==> src/rtl/sdp_ram_rd_sched.sv <==
`timescale 1ns/1ps
// sdp_ram_rd_sched
// Read scheduler for NUM_RAMS simple-dual-port RAM banks. Requests are
// credit-gated so every accepted read has a guaranteed slot in the response
// FIFO. Each accepted read issues a one-cycle ram_reb pulse. It is then
// tracked through an RD_LAT+1 stage pipeline, captured into the FIFO and
// returned in acceptance order.
// Requests to a non-existent bank produce an error response of zero data.
// These responses use the same latency and the same ordering as normal reads.
// Optional feature: define SDP_RAM_RD_SCHED_STATS_EN to add the 16-bit
// saturating stall_cnt output (cycles with req_valid=1 and req_ready=0).
module sdp_ram_rd_sched #(
  parameter int NUM_RAMS   = 2,
  parameter int AW         = 11,
  parameter int DW         = 16,
  parameter int RD_LAT     = 3,
  parameter int FIFO_DEPTH = 8
) (
  input  logic                      clkb,
  input  logic                      rstb,
  input  logic                      req_valid,
  output logic                      req_ready,
  input  logic [$clog2(NUM_RAMS):0] req_bank,
  input  logic [AW-1:0]             req_addr,
  output logic [NUM_RAMS-1:0]       ram_reb,
  output logic [AW-1:0]             ram_addrb [NUM_RAMS],
  output logic [NUM_RAMS-1:0]       ram_rstb,
  input  logic [DW-1:0]             ram_doutb [NUM_RAMS],
`ifdef SDP_RAM_RD_SCHED_STATS_EN
  output logic [15:0]               stall_cnt,
`endif
  output logic                      rsp_valid,
  input  logic                      rsp_ready,
  output logic [DW-1:0]             rsp_data,
  output logic [$clog2(NUM_RAMS):0] rsp_bank,
  output logic                      rsp_err
);

  localparam int BW = $clog2(NUM_RAMS) + 1;
  localparam int PW = $clog2(FIFO_DEPTH);
  localparam int CW = PW + 1;
  localparam int EW = 1 + BW + DW;  // FIFO entry layout: {err, bank, data}

  // Credits and handshakes
  logic [CW-1:0]       credit_r;
  logic [CW-1:0]       credit_nxt_s;
  logic                req_ready_r;
  logic                accept_s;
  logic                pop_s;
  logic                bank_ok_s;
  logic [NUM_RAMS-1:0] bank_sel_s;

  // Bank read port
  logic [NUM_RAMS-1:0] ram_reb_r;
  logic [AW-1:0]       ram_addrb_r [NUM_RAMS];

  // Read-tracking pipeline; stage RD_LAT lines up with valid ram_doutb
  logic [RD_LAT:0]     pipe_vld_r;
  logic [RD_LAT:0]     pipe_err_r;
  logic [BW-1:0]       pipe_bank_r [RD_LAT+1];

  // Response FIFO
  logic [DW-1:0]       cap_data_s;
  logic [EW-1:0]       cap_entry_s;
  logic [EW-1:0]       head_s;
  logic [EW-1:0]       fifo_mem_r [FIFO_DEPTH];
  logic [PW-1:0]       wr_ptr_r;
  logic [PW-1:0]       rd_ptr_r;
  logic [PW-1:0]       rd_nxt_s;
  logic [CW-1:0]       fifo_cnt_r;
  logic [CW-1:0]       fifo_cnt_nxt_s;

  // Registered response outputs
  logic                rsp_valid_r;
  logic [DW-1:0]       rsp_data_r;
  logic [BW-1:0]       rsp_bank_r;
  logic                rsp_err_r;

  // Handshake decode, bank one-hot select and next credit value
  always_comb begin
    accept_s   = req_valid & req_ready_r;
    pop_s      = rsp_valid_r & rsp_ready;
    bank_ok_s  = (req_bank < BW'(NUM_RAMS));
    bank_sel_s = {NUM_RAMS{1'b0}};
    for (int i = 0; i < NUM_RAMS; i++) begin
      bank_sel_s[i] = (req_bank == BW'(i));
    end
    credit_nxt_s = credit_r + CW'(accept_s) - CW'(pop_s);
  end

  // Credit counter; req_ready looks only at the registered credit, never at a same-cycle pop
  always_ff @(posedge clkb or posedge rstb) begin
    if (rstb) begin
      credit_r    <= {CW{1'b0}};
      req_ready_r <= 1'b0;
    end else begin
      credit_r    <= credit_nxt_s;
      req_ready_r <= (credit_nxt_s < CW'(FIFO_DEPTH));
    end
  end

  // Issue one-cycle read enable and hold each bank address until the next read to it
  always_ff @(posedge clkb or posedge rstb) begin
    if (rstb) begin
      ram_reb_r <= {NUM_RAMS{1'b0}};
      for (int i = 0; i < NUM_RAMS; i++) begin
        ram_addrb_r[i] <= {AW{1'b0}};
      end
    end else begin
      ram_reb_r <= accept_s ? bank_sel_s : {NUM_RAMS{1'b0}};
      for (int i = 0; i < NUM_RAMS; i++) begin
        if (accept_s && bank_sel_s[i]) begin
          ram_addrb_r[i] <= req_addr;
        end
      end
    end
  end

  // Track every accepted request (including errors) until its data is due
  always_ff @(posedge clkb or posedge rstb) begin
    if (rstb) begin
      pipe_vld_r <= {(RD_LAT+1){1'b0}};
      pipe_err_r <= {(RD_LAT+1){1'b0}};
      for (int k = 0; k <= RD_LAT; k++) begin
        pipe_bank_r[k] <= {BW{1'b0}};
      end
    end else begin
      pipe_vld_r     <= {pipe_vld_r[RD_LAT-1:0], accept_s};
      pipe_err_r     <= {pipe_err_r[RD_LAT-1:0], ~bank_ok_s};
      pipe_bank_r[0] <= req_bank;
      for (int k = 1; k <= RD_LAT; k++) begin
        pipe_bank_r[k] <= pipe_bank_r[k-1];
      end
    end
  end

  // Select the returning bank's data, and look ahead to the FIFO head after this edge
  always_comb begin
    cap_data_s = {DW{1'b0}};
    for (int i = 0; i < NUM_RAMS; i++) begin
      cap_data_s = cap_data_s |
                   ({DW{~pipe_err_r[RD_LAT] & (pipe_bank_r[RD_LAT] == BW'(i))}} & ram_doutb[i]);
    end
    cap_entry_s    = {pipe_err_r[RD_LAT], pipe_bank_r[RD_LAT], cap_data_s};
    fifo_cnt_nxt_s = fifo_cnt_r + CW'(pipe_vld_r[RD_LAT]) - CW'(pop_s);
    rd_nxt_s       = rd_ptr_r + PW'(pop_s);
    // A capture landing in the slot that becomes the head must bypass the array
    if (pipe_vld_r[RD_LAT] && (wr_ptr_r == rd_nxt_s)) begin
      head_s = cap_entry_s;
    end else begin
      head_s = fifo_mem_r[rd_nxt_s];
    end
  end

  // FIFO storage; credit gating guarantees a free slot whenever a capture arrives
  always_ff @(posedge clkb) begin
    if (pipe_vld_r[RD_LAT]) begin
      fifo_mem_r[wr_ptr_r] <= cap_entry_s;
    end
  end

  // FIFO pointers/occupancy and registered response outputs (held while stalled)
  always_ff @(posedge clkb or posedge rstb) begin
    if (rstb) begin
      wr_ptr_r    <= {PW{1'b0}};
      rd_ptr_r    <= {PW{1'b0}};
      fifo_cnt_r  <= {CW{1'b0}};
      rsp_valid_r <= 1'b0;
      rsp_data_r  <= {DW{1'b0}};
      rsp_bank_r  <= {BW{1'b0}};
      rsp_err_r   <= 1'b0;
    end else begin
      if (pipe_vld_r[RD_LAT]) begin
        wr_ptr_r <= wr_ptr_r + PW'(1);
      end
      rd_ptr_r   <= rd_nxt_s;
      fifo_cnt_r <= fifo_cnt_nxt_s;
      if (fifo_cnt_nxt_s != {CW{1'b0}}) begin
        rsp_valid_r                           <= 1'b1;
        {rsp_err_r, rsp_bank_r, rsp_data_r}   <= head_s;
      end else begin
        rsp_valid_r <= 1'b0;
      end
    end
  end

`ifdef SDP_RAM_RD_SCHED_STATS_EN
  logic [15:0] stall_cnt_r;

  // Saturating count of cycles where a request waits on credits
  always_ff @(posedge clkb or posedge rstb) begin
    if (rstb) begin
      stall_cnt_r <= 16'h0000;
    end else if (req_valid && !req_ready_r && (stall_cnt_r != 16'hFFFF)) begin
      stall_cnt_r <= stall_cnt_r + 16'h0001;
    end
  end

  assign stall_cnt = stall_cnt_r;
`endif

  assign req_ready = req_ready_r;
  assign ram_reb   = ram_reb_r;
  assign ram_addrb = ram_addrb_r;
  assign ram_rstb  = {NUM_RAMS{rstb}};
  assign rsp_valid = rsp_valid_r;
  assign rsp_data  = rsp_data_r;
  assign rsp_bank  = rsp_bank_r;
  assign rsp_err   = rsp_err_r;

endmodule

==> config.mk <==
export PLATFORM = sky130hd
export DESIGN_NAME = sdp_ram_rd_sched
export DESIGN_NICKNAME = d
export VERILOG_FILES = /design/src/rtl/sdp_ram_rd_sched.sv
export SDC_FILE = /design/constraint.sdc
export NUM_CORES = 1
export LEC_CHECK = 0
export CAP_MARGIN = 10
export CORE_MARGIN = 2
export CORE_UTILIZATION = 50
export DETAILED_ROUTE_END_ITERATION = 8
export DONT_BUFFER_PORTS = 1
export HOLD_SLACK_MARGIN = 0.06
export PLACE_DENSITY = 0.69
export SETUP_SLACK_MARGIN = 0.4
export SYNTH_ARGS = -nofsm -noshare
export SYNTH_HDL_FRONTEND = slang
export SYNTH_SLANG_ARGS = --single-unit
export TNS_END_PERCENT = 5
==> constraint.sdc <==
create_clock -name clkb -period 8 [get_ports clkb]
set_clock_uncertainty 0.05 [all_clocks]
set_input_delay 0.4 -clock clkb [delete_from_list [all_inputs] [get_ports clkb]]
set_output_delay 0.4 -clock clkb [all_outputs]
set_load 0.01 [all_outputs]
; ---- Word-level counts from Yosys, hierarchy flattened
; Memory sizes are Yosys's and may differ from the RTL's. A register that Yosys moved wholly into a read port is not among the register bits.
; Cells that the tools add are included.
[totals]
ramBits = 152
in_bits = 49
reg_bits = 56
mem_count = 1
elab_cells = 44
out_inout_bits = 47
[classes]
n_mux = 4
add_sub_neg = 6
reduce_logical = 5
n_lt_le_gt_ge = 2
n_eq_ne = 2
bitwise = 9
[mem_list]
columns = name, words, word_bits, rd, rd_clocked_by_memory_dff, write_ports, line
row1 = fifo_mem_r, 8, 19, 1, 1, 1, 66  ; logic [EW-1:0] fifo_mem_r [FIFO_DEPTH];
[op_table]
columns = op, n
row1 = $and A16 B16 Y16, 2
row2 = $or A16 B16 Y16, 1
row3 = $add A4 B1 Y4, 2
row4 = $sub A4 B1 Y4, 2
row5 = $and A1 B1 Y1, 4
row6 = $eq A2 B1 Y1 const B, 2
row7 = $logic_not A2 Y1, 2
row8 = $lt A4 B4 Y1 const B, 1
row9 = $reduce_bool A4 Y1, 1
row10 = $add A3 B1 Y3, 1
row11 = $add A3 B1 Y3 const B, 1
row12 = $mux W1, 3
row13 = $logic_and A1 B1 Y1, 2
row14 = $lt A2 B2 Y1 const B, 1
row15 = $mux W2, 1
row16 = $not A1 Y1, 2

; ---- Longest topological paths before layout
; Gate-level depths: netlist (run 1).
[logic_depth]
ltp_word = 4
mapped_depth = 12
depth_no_buf = 10

; ---- Worst setup path before layout (run 1)
; OpenSTA, ideal clock, no wires.
[synth_timing]
kind = flip-flop to flip-flop
start = register rsp_valid_r, in the netlist rsp_valid
end = register rsp_data_r[2], in the netlist rsp_data[2], read port of fifo_mem_r
t_arrival_ps = 2614
t_required_ps = 7824
n_path_buf = 1
path_slack_ps = 5210
synth_period_minus_slack_ps = 2790
setup_ps = 126
stages_incl_launch_ff = 10
path_cell_list = dfrtp_1 > nand2_1 > or2_2 > ha_1 > and3_4 > or3_4 > a2111oi_4 > buf_6 > nor2_2 > a221o_1
[synth_between]
elab_chain_cells = 3
elab_cells_between_ends = 4
cone_classes = add/sub: 2 / bitwise: 1 / reduce/logical: 1
[synth_rtl]
columns = item, line
row1 = start: declaration, 74  ; logic rsp_valid_r;
row2 = start signal: assignment, 168  ; rsp_valid_r <= 1'b0;
row3 = start signal: assignment, 179  ; rsp_valid_r <= 1'b1;
row4 = start signal: assignment, 182  ; rsp_valid_r <= 1'b0;
row5 = $and A1 B1 Y1 (*), 82  ; pop_s = rsp_valid_r & rsp_ready;
row6 = $sub A4 B1 Y4, 145  ; fifo_cnt_nxt_s = fifo_cnt_r + CW'(pipe_vld_r[RD_LAT]) - CW'(pop_s);
row7 = $reduce_bool A4 Y1, 178  ; if (fifo_cnt_nxt_s != {CW{1'b0}}) begin
row8 = end: declaration, 75  ; logic [DW-1:0] rsp_data_r;
; Mark *: on every way between the ends. The rest lies on a longest branch, timed or not.
; A chain may end at the register's enable or synchronous reset.

; ---- Worst setup path after layout (run 1)
; Ends and elaborated chain as after synthesis.

==> impl_metrics.py, run 1 <==
metrics = {
    "final_layout": {
        "nets": 704,
        "drive_gt1_share_pct": 13.8,
        "syn_to_final_growth_pct": 12.5,
        "fillCellCount": 1347,
        "layout_commonest_cell": "edfxtp_1",
        "antenna_cells": 0,
        "final_cells": 886,
        "final_cell_mix": "edfxtp_1, dfrtp_1, nand2_1",
    },
    "setup_path": {
        "cp_slowest_cell": "inv_2",
        "crit_path_end_kind": "flop",
        "r2r_end": "rsp_data[2]",
        "cp_cell_sequence": "and3_1, ha_1, xnor2_2, buf_4, inv_2, nand2_1, o2111ai_1, a21oi_1, a221o_1",
        "max_stage_delay_ns": 0.87,
        "worstSetupPathType": "reg2reg",
        "crit_arrival_ns": 4.40,
        "start_kind": "flop",
        "reg2regPathDepth": 9,
        "r2r_slack_ns": 3.93,
        "reg2reg_from": "rsp_valid",
        "crit_fanout": 54,
        "required_ns": 8.33,
    },
    "global_routing": {
        "grt_pass1_wl_microns": 32400,
        "grt_start_max_net_pins": 71,
        "grtUsageTotal_pct": 23.0,
        "grt_pass1_vias": 5837,
        "antenna_found_initial": 0,
        "overflow": 0,
    },
    "clocking": {
        "cts_setup_buffers": 0,
        "cts_tree": "done",
        "htree_levels": 1,
        "cts_root_buffer": "clkbuf_16",
        "clkTransAtPathRegs_ns": 0.06,
        "cts_inserted_buffers": 22,
        "clock_latency_ns": 0.50,
        "clock_path_buffers": 3,
        "cts-resized-gates": 0,
        "cts.sinks": 214,
    },
    "sta": {
        "rsz0062_at_grt": "false",
        "tightestPinTransition_ns": 1.18,
        "slew_headroom_pct": 21.5,
        "hold_violations": 0,
        "report.final.slew_viol_count": 0,
        "clock.fmax_mhz": 246,
        "tns_ns": 0,
        "finalCritPeriodShare_pct": 50.9,
        "layout_setup_ws_ns": 3.93,
        "setup_viol": 0,
        "min_period_ns": 4.07,
    },
    "yosys": {
        "async_flop_share_pct": 32.7,
        "synth_edf_count": 144,
        "netlist.area_leader.share_pct": 48.9,
        "synthesis.area_sq_um": 8850,
        "ys_warn_count": 0,
        "synth_fp_nets": 689,
        "seq_area_frac_synth_pct": 68.7,
        "yosys_most_used_dff": "edfxtp_1",
        "syn_inst": 630,
        "synth-seq-cells": 214,
        "synth_cell_types": 50,
        "synth_area_leaders": "edfxtp_1, dfrtp_1, mux2i_1",
        "yosysTopAreaCell": "edfxtp_1",
        "syn_avg_cell_area_sq_um": 14.0,
    },
    "min_path": {
        "min_path_type": "in2async",
    },
    "pwr": {
        "peakVddDrop_uv": 239,
        "p_per_area_nw_per_um2": 396,
        "p_leak_nw": 3.70,
    },
    "place": {
        "place_congestion": 0.784,
        "dp_cells": 831,
        "io_buffers": 0,
        "hpwl_microns": 12100,
        "dp_slack_ns": 3.98,
    },
    "routing": {
        "routed_wl_microns": 20800,
        "dr_total_vias": 5492,
        "drt_first_pass_iters": 5,
        "vias_per_cell": 6.20,
        "ant_nets": 0,
        "wire_per_inst_microns": 23.5,
        "drcViolationCount": 0,
        "drt_iter0_markers": 508,
    },
    "die": {
        "io_pins": 96,
        "die_h_microns": 137,
        "num_rows": 48,
        "chipWidth_microns": 137,
        "core_sq_um": 17300,
        "dieArea_sq_um": 18800,
        "start_util_pct": 51.2,
    },
    "run_status": {
        "outcome": "completed",
    },
    "run": {
        "drv_cap": 0,
    },
}
-- layer usage --
metal  vias to the layer above  share of wire, %  global-route usage [%]
met3                        39               8.0                    4.70
li1                       2403                 -                       -
met4                         0               2.5                    7.27
met1                      2763                41                    30.4
met5                         -                 0                       0
met2                       287                49                    38.4
-- worst max-delay path by stage --
stage / start / end / depth (start not counted)
after detailed placement: rsp_valid / rsp_data[2] / 9
after floorplan: rsp_valid / rsp_data[2] / 9
after global placement: rsp_valid / rsp_data[2] / 9
after global routing: rsp_valid / rsp_data[2] / 9
final: rsp_valid / rsp_data[2] / 9
after CTS: rsp_valid / rsp_data[2] / 9
-- final cells by class --
class | count | area, sq um | area share (%)
sequential | 214 | 6080 | 61.0
inverter | 18 | 67.6 | 0.678
clock inverter | 7 | 58.8 | 0.590
multi-input combinational | 355 | 2530 | 25.4
tap | 225 | 282 | 2.83
timing repair buffer | 34 | 294 | 2.95
clock buffer | 33 | 654 | 6.57
-- what timing repair did --
item	4_1_cts	5_1_grt
endpoints found under the setup margin	0	0
hold buffers	14	0
endpoints found under the hold margin	25	0
-- registers in the layout, summed over array words and instances, names as in the netlist, 3 cells and up --
signal / flops
credit_r: 4
pipe_vld_r: 4
rd_ptr_r: 3
fifo_mem_r: 144
fifo_cnt_r: 4
wr_ptr_r: 3
rsp_data: 16
pipe_bank_r: 3
ram_addrb: 22
pipe_err_r: 3
-- logic make-up after synthesis --
logic type | Yosys count | share of synthesized area [%]
flops | 214 | 68.7
simple gates | 178 | 10.4
compound gates | 101 | 8.68
buf+inv | 61 | 3.03
mux | 56 | 6.66
xor+xnor | 10 | 0.990
fa+ha+maj | 10 | 1.58
-- cells in the mapped netlist (all sizes together) (2+ instances only) --
cell type and n:
a211o 2, nand2 46, nand2b 4, inv 18
buf 16, and3 4, nor2b 16, and2 2
nand4 33, o21ai 18, mux2i 33, xnor2 9
a2111oi 2, a21oi 20, edfxtp 144, ha 8
a32oi 17, clkbuf 27, a21o 2, o2111ai 2
nor3 4, o31a 16, fa 2, a2bb2oi 17
or3 4, nand3b 3, nor2 25, nand3 33
dfrtp 70, nor4 2, mux2 23
-- power by group --
group / switching (W) / leakage, nW / internal, W
Sequential: 0.000202 / 2.15 / 0.00144
Combinational: 0.000785 / 1.20 / 0.000519
Clock: 0.000405 / 0.354 / 0.000598
-- worst max-delay path, delay by kind of cell (launching register included) --
| kind | cells | cell delay, ns |
|---|---|---|
| AO/OA/AOI/OAI | 3 | 0.90 |
| XOR/XNOR | 1 | 0.13 |
| adder cells (fa/ha/maj) | 1 | 0.20 |
| buffers and inverters | 2 | 1.09 |
| flip-flops | 1 | 0.49 |
| AND/OR/NAND/NOR | 2 | 1.07 |
-- stage by stage --
stage	util (%)	area, sq um	power (W)	hold slack, ns
final	57.6	9960	0.00395	0.0384
after global placement	52.6	9090	0.00288	0.282
after floorplan	-	8850	0.00258	0.281
after detailed placement	52.6	9090	0.00295	0.286
after global routing	57.6	9960	0.00415	0.110
after CTS	57.5	9950	0.00396	0.0761
No activity file was read; power rests on OpenSTA's default activity.
==> run 2: changes to the inputs <==
==> constraint.sdc (replaced) <==
create_clock -name clkb -period 3.96 [get_ports clkb]
set_clock_uncertainty 0.05 [all_clocks]
set_input_delay 0.198 -clock clkb [delete_from_list [all_inputs] [get_ports clkb]]
set_output_delay 0.198 -clock clkb [all_outputs]
set_load 0.01 [all_outputs]
==> impl_metrics.py, run 2 (synthesized netlist as in run 1, its figures left out) <==
metrics = {
    "global_routing": {
        "grt_pass1_vias": 5713,
        "grt_start_max_net_pins": 43,
        "grt_pass1_wl_microns": 32400,
        "grt_most_used_layer": "met2",
        "grt_util_met3_pct": 4.96,
        "use_met2_pct": 36.9,
        "antenna_found_initial": 0,
        "grtUsageTotal_pct": 23.0,
        "overflow": 0,
        "grt_util_met1_pct": 30.6,
    },
    "clocking": {
        "cts_tree": "done",
        "cts.sinks": 214,
        "cts_hold_buf": 16,
        "clock_path_buffers": 3,
        "cts_setup_buffers": 0,
        "clkTransAtPathRegs_ns": 0.06,
        "htree_levels": 1,
        "cts_inserted_buffers": 22,
        "clock_latency_ns": 0.50,
        "cts_root_buffer": "clkbuf_16",
        "cts-resized-gates": 0,
    },
    "die": {
        "num_rows": 48,
        "chipWidth_microns": 137,
        "die_h_microns": 137,
        "core_sq_um": 17300,
        "dieArea_sq_um": 18800,
        "start_util_pct": 51.2,
        "io_pins": 96,
    },
    "pwr": {
        "p_per_area_nw_per_um2": 817,
        "peakVddDrop_uv": 568,
        "p_leak_nw": 3.77,
        "totalPowerFinal_w": 0.00824,
    },
    "final_layout": {
        "fillCellCount": 1330,
        "final_cell_mix": "edfxtp_1, dfrtp_1, nand2_1",
        "regMostFlops": "fifo_mem_r",
        "drive_gt1_share_pct": 14.3,
        "antenna_cells": 0,
        "multiInputGateArea_sq_um": 2520,
        "regArea_sq_um": 6080,
        "largest_reg_flops": 144,
        "nets": 709,
        "layout_commonest_cell": "edfxtp_1",
        "syn_to_final_growth_pct": 14.0,
    },
    "setup_path": {
        "required_ns": 4.28,
        "crit_arrival_ns": 3.46,
        "r2r_slack_ns": 0.82,
        "crit_fanout": 21,
        "worstSetupPathType": "reg2reg",
        "crit_path_end_kind": "flop",
        "start_kind": "flop",
    },
    "run": {
        "drv_cap": 0,
    },
    "routing": {
        "vias_per_cell": 6.11,
        "drt_first_pass_iters": 5,
        "dr_total_vias": 5440,
        "routed_wl_microns": 20500,
        "drcViolationCount": 0,
        "drt_iter0_markers": 454,
        "ant_nets": 0,
        "wire_per_inst_microns": 23.1,
    },
    "min_path": {
        "min_path_type": "in2reg",
    },
    "sta": {
        "slew_headroom_pct": 20.8,
        "finalCritPeriodShare_pct": 79.2,
        "rsz0062_at_grt": "false",
        "report.final.slew_viol_count": 0,
        "tightestPinTransition_ns": 1.19,
        "hold_violations": 0,
        "min_period_ns": 3.14,
        "tns_ns": 0,
        "setup_viol": 0,
        "clock.fmax_mhz": 319,
    },
    "run_status": {
        "outcome": "completed",
    },
    "place": {
        "place_congestion": 0.812,
        "io_buffers": 0,
        "hpwl_microns": 12500,
    },
}
-- run 2: cell types whose count changed in the layout (fill, tap and decap cells not counted), sizes merged --
cell         delta
buf             +3
bufinv          +3
clkbuf          -2
clkinv          -1
dlygate4sd3     +2
-- run 2: routing by layer --
layer | wire (microns) | share of wire (%) | up-vias
li1 | - | - | 2411
met1 | 8420 | 41 | 2745
met2 | 9730 | 47 | 234
met3 | 1600 | 7.8 | 50
met4 | 792 | 3.9 | 0
met5 | 0 | 0 | -
-- run 2: through the flow --
stage | cells | worst slack, ns | util, % | instance area (sq um) | hold WS, ns
2_1_floorplan | 630 | 1.17 | - | 8850 | 0.179
3_3_place_gp | 835 | 0.936 | 52.7 | 9120 | 0.180
3_5_place_dp | 835 | 0.871 | 52.7 | 9120 | 0.180
4_1_cts | 891 | 0.840 | 58.3 | 10100 | 0.0836
5_1_grt | 891 | 0.627 | 58.3 | 10100 | 0.117
6_report | 891 | 0.823 | 58.3 | 10100 | 0.0989
-- run 2: path summary, 6_finish.rpt --
kind / startpoint / end / depth (start not counted)
worst max-delay path: rsp_valid / rsp_data[14] / 9
worst min-delay path: req_bank[0] / ram_reb[1] / 2
worst max register to register: rsp_valid / rsp_data[14] / 9
worst min register to register: pipe_bank_r[2] / cap_entry_s[16] / 0
max in group asynchronous: rstb / rsp_data[12] / 3
min in group asynchronous: rstb / ram_addrb[10] / 2
-- run 2: worst max-delay path: stages, from the launching register on --
cell and delay (ns):
dfrtp_1 0.55, nand2_1 0.14, or2_2 0.32, ha_1 0.29
and3_4 0.17, or3_4 0.39, a2111oi_4 0.35, buf_4 0.34
inv_2 0.23, a2bb2oi_1 0.18
-- run 2: layout make-up --
type | count | area share (%)
flip-flops and latches | 214 | 60.2
multi-input cells | 355 | 25.0
clock buffers | 31 | 6.62
repair buffers | 39 | 3.30
well taps | 225 | 2.79
clock inverters | 9 | 1.41
inverters | 18 | 0.669
-- run 2: report_power, final --
part	switching, W	total (W)	internal, W
Combinational	0.00157	0.00264	0.00108
Sequential	0.000432	0.00334	0.00290
Clock	0.000829	0.00226	0.00144
Total	0.00283	0.00824	0.00542
==> run 3: changes to the inputs <==
--- a/config.mk
+++ b/config.mk
@@ -5,6 +5,7 @@
 export SDC_FILE = /design/constraint.sdc
 export NUM_CORES = 1
 export LEC_CHECK = 0
+export ABC_AREA = 1
 export CAP_MARGIN = 10
 export CORE_MARGIN = 2
 export CORE_UTILIZATION = 50
==> constraint.sdc (replaced) <==
create_clock -name clkb -period 3.1 [get_ports clkb]
set_clock_uncertainty 0.05 [all_clocks]
set_input_delay 0.155 -clock clkb [delete_from_list [all_inputs] [get_ports clkb]]
set_output_delay 0.155 -clock clkb [all_outputs]
set_load 0.01 [all_outputs]
==> impl_metrics.py, run 3 <==
metrics = {
    "run_status": {
        "outcome": "completed",
    },
    "routing": {
        "wire_per_inst_microns": 18.6,
        "drt_iter0_markers": 558,
        "ant_nets": 0,
        "drt_first_pass_iters": 5,
        "vias_per_cell": 5.47,
        "drcViolationCount": 0,
        "routed_wl_microns": 22700,
        "dr_total_vias": 6686,
    },
    "clocking": {
        "clock_latency_ns": 0.51,
        "cts_root_buffer": "clkbuf_16",
        "clock_path_buffers": 3,
        "htree_levels": 1,
        "clkTransAtPathRegs_ns": 0.06,
        "cts_inserted_buffers": 23,
        "cts_tree": "done",
        "cts.sinks": 214,
    },
    "setup_path": {
        "crit_arrival_ns": 2.96,
        "r2r_end": "rsp_data[0]",
        "r2r_slack_ns": 0.51,
        "crit_path_end_kind": "flop",
        "reg2regPathDepth": 16,
        "cp_slowest_cell": "fa_1",
        "start_kind": "flop",
        "required_ns": 3.48,
        "worstSetupPathType": "reg2reg",
        "cp_cell_sequence": "nand2_4, nor2_4, inv_1, nand2_1, ha_2, inv_1, fa_1, inv_1, or2_4, nor2_4, nand3_4, buf_12, clkbuf_16, nand2_1, inv_1, a21oi_1",
        "max_stage_delay_ns": 0.47,
        "crit_fanout": 6,
        "crit_path_frequent_cell": "inv_1",
        "reg2reg_from": "rsp_valid",
    },
    "final_layout": {
        "antenna_cells": 0,
        "final_cell_mix": "nand3_1, inv_1, edfxtp_1",
        "fin_util_pct": 59.3,
        "largest_reg_flops": 144,
        "fillCellCount": 1508,
        "syn_to_final_growth_pct": 15.9,
        "final_area_sq_um": 11100,
        "drive_gt1_share_pct": 11.0,
        "nets": 1030,
        "layout_commonest_cell": "nand3_1",
        "regMostFlops": "fifo_mem_r",
    },
    "yosys": {
        "yosysTopAreaCell": "edfxtp_1",
        "syn_avg_cell_area_sq_um": 10.4,
        "async_flop_share_pct": 32.7,
        "synth_fp_nets": 980,
        "synth.most_common_cell": "nand3_1",
        "seq_area_frac_synth_pct": 63.3,
        "synth_edf_count": 144,
        "synth_area_leaders": "edfxtp_1, dfrtp_1, nand3_1",
        "synth_cell_types": 33,
        "yosys_most_used_dff": "edfxtp_1",
        "synth.cells.most_frequent": "nand3_1, inv_1, edfxtp_1",
        "syn_inst": 921,
        "synthesis.area_sq_um": 9600,
        "ys_warn_count": 0,
        "synth-seq-cells": 214,
        "netlist.area_leader.share_pct": 45.0,
    },
    "die": {
        "io_pins": 96,
        "num_rows": 50,
        "chipWidth_microns": 143,
        "core_sq_um": 18800,
        "start_util_pct": 51.2,
        "die_h_microns": 143,
        "dieArea_sq_um": 20300,
    },
    "global_routing": {
        "grt_pass1_wl_microns": 35100,
        "grtUsageTotal_pct": 22.5,
        "grt_pass1_vias": 6650,
        "overflow": 0,
        "grt_start_max_net_pins": 75,
        "antenna_found_initial": 0,
    },
    "pwr": {
        "p_per_area_nw_per_um2": 949,
        "totalPowerFinal_w": 0.0106,
        "peakVddDrop_uv": 570,
        "p_leak_nw": 4.83,
    },
    "sta": {
        "hold_violations": 0,
        "tns_ns": 0,
        "finalCritPeriodShare_pct": 83.5,
        "rsz0062_at_grt": "false",
        "min_period_ns": 2.59,
        "holdWs_ns": 0.0818,
        "setup_viol": 0,
        "clock.fmax_mhz": 386,
        "tightestPinTransition_ns": 1.19,
        "report.final.slew_viol_count": 0,
        "slew_headroom_pct": 20.5,
    },
    "run": {
        "drv_cap": 0,
    },
    "place": {
        "io_buffers": 0,
        "hpwl_microns": 12700,
        "place_area_sq_um": 9840,
        "place_congestion": 0.773,
    },
    "min_path": {
        "whs_path_depth": 6,
        "min_path_type": "in2reg",
        "hold_end": "rsp_data[3]",
        "worstHoldStart": "ram_doutb[3]",
    },
}
[run 3: cell types whose count changed after synthesis, sizes merged, moves of 20 or more]
cell,before,now
mux2i,33,0
nand3,33,186
mux2,23,0
nand3b,3,54
o21ai,18,39
nand2,46,140
buf,16,36
nand4,33,0
inv,18,162
[run 3: kinds of logic (layout without fill, tap and decap cells)]
family | Yosys count | after routing | share of synthesized area, %
XOR/XNOR | 7 | 7 | 0.639
AO/OA/AOI/OAI | 60 | 60 | 4.29
adder cells (fa/ha/maj) | 10 | 10 | 1.46
buffers and inverters | 216 | 283 | 9.27
AND/OR/NAND/NOR | 414 | 414 | 21.1
flip-flops | 214 | 214 | 63.3
[run 3: worst max-delay path by stage]
stage,startpoint,to,depth (start not counted)
floorplan,rsp_valid,rsp_data[10],14
global placement,rsp_valid,rsp_data[13],15
detailed placement,rsp_valid,rsp_data[15],15
CTS,rsp_valid,rsp_data[15],15
global route,rsp_valid,rsp_data[8],16
finish,rsp_valid,rsp_data[0],16
[run 3: routing by layer]
metal | GRT usage (%) | vias to the layer above | share of wire, %
met3 | 4.64 | 57 | 7.5
met1 | 28.7 | 3211 | 40
met4 | 8.08 | 0 | 3.5
met5 | 0 | - | 0
met2 | 38.2 | 282 | 49
li1 | - | 3136 | -
[run 3: timing repair]
| item | CTS | global route |
|---|---|---|
| endpoints found under the hold margin | 154 | 0 |
| resized for setup | 2 | 13 |
| pin swaps | 0 | 5 |
| cloned | 0 | 2 |
| buffers inserted | 0 | 5 |
| setup endpoints to repair | 16 | 18 |
| hold buffers | 45 | 0 |
[run 3: power by group]
group | switching, W | total [W] | internal, W | leakage (nW)
Combinational | 0.00247 | 0.00389 | 0.00143 | 2.34
Clock | 0.00106 | 0.00247 | 0.00141 | 0.335
Sequential | 0.000497 | 0.00419 | 0.00370 | 2.16
[run 3: per-stage QoR]
step / std cells / worst slack, ns
after floorplan: 921 / 0.539
after global placement: 1128 / 0.436
after detailed placement: 1128 / 0.314
after CTS: 1215 / 0.420
after global routing: 1222 / 0.381
final: 1222 / 0.512
[run 3: layout make-up]
| class | instances | area (sq um) | share of cell area [%] |
|---|---|---|---|
| clock buffers | 30 | 622 | 5.59 |
| clock inverters | 12 | 55.1 | 0.495 |
| flip-flops and latches | 214 | 6080 | 54.6 |
| repair buffers | 78 | 763 | 6.86 |
| inverters | 163 | 613 | 5.51 |
| well taps | 234 | 293 | 2.63 |
| multi-input cells | 491 | 2700 | 24.3 |
[run 3: critical path, delay by kind of cell (launching register included)]
family	cells	cell delay, ns
DFF	1	0.43
and+or+nand+nor	7	0.76
adders and majority gates	2	0.64
AOI/OAI and AO/OA	1	0.13
buffers and inverters	6	0.50
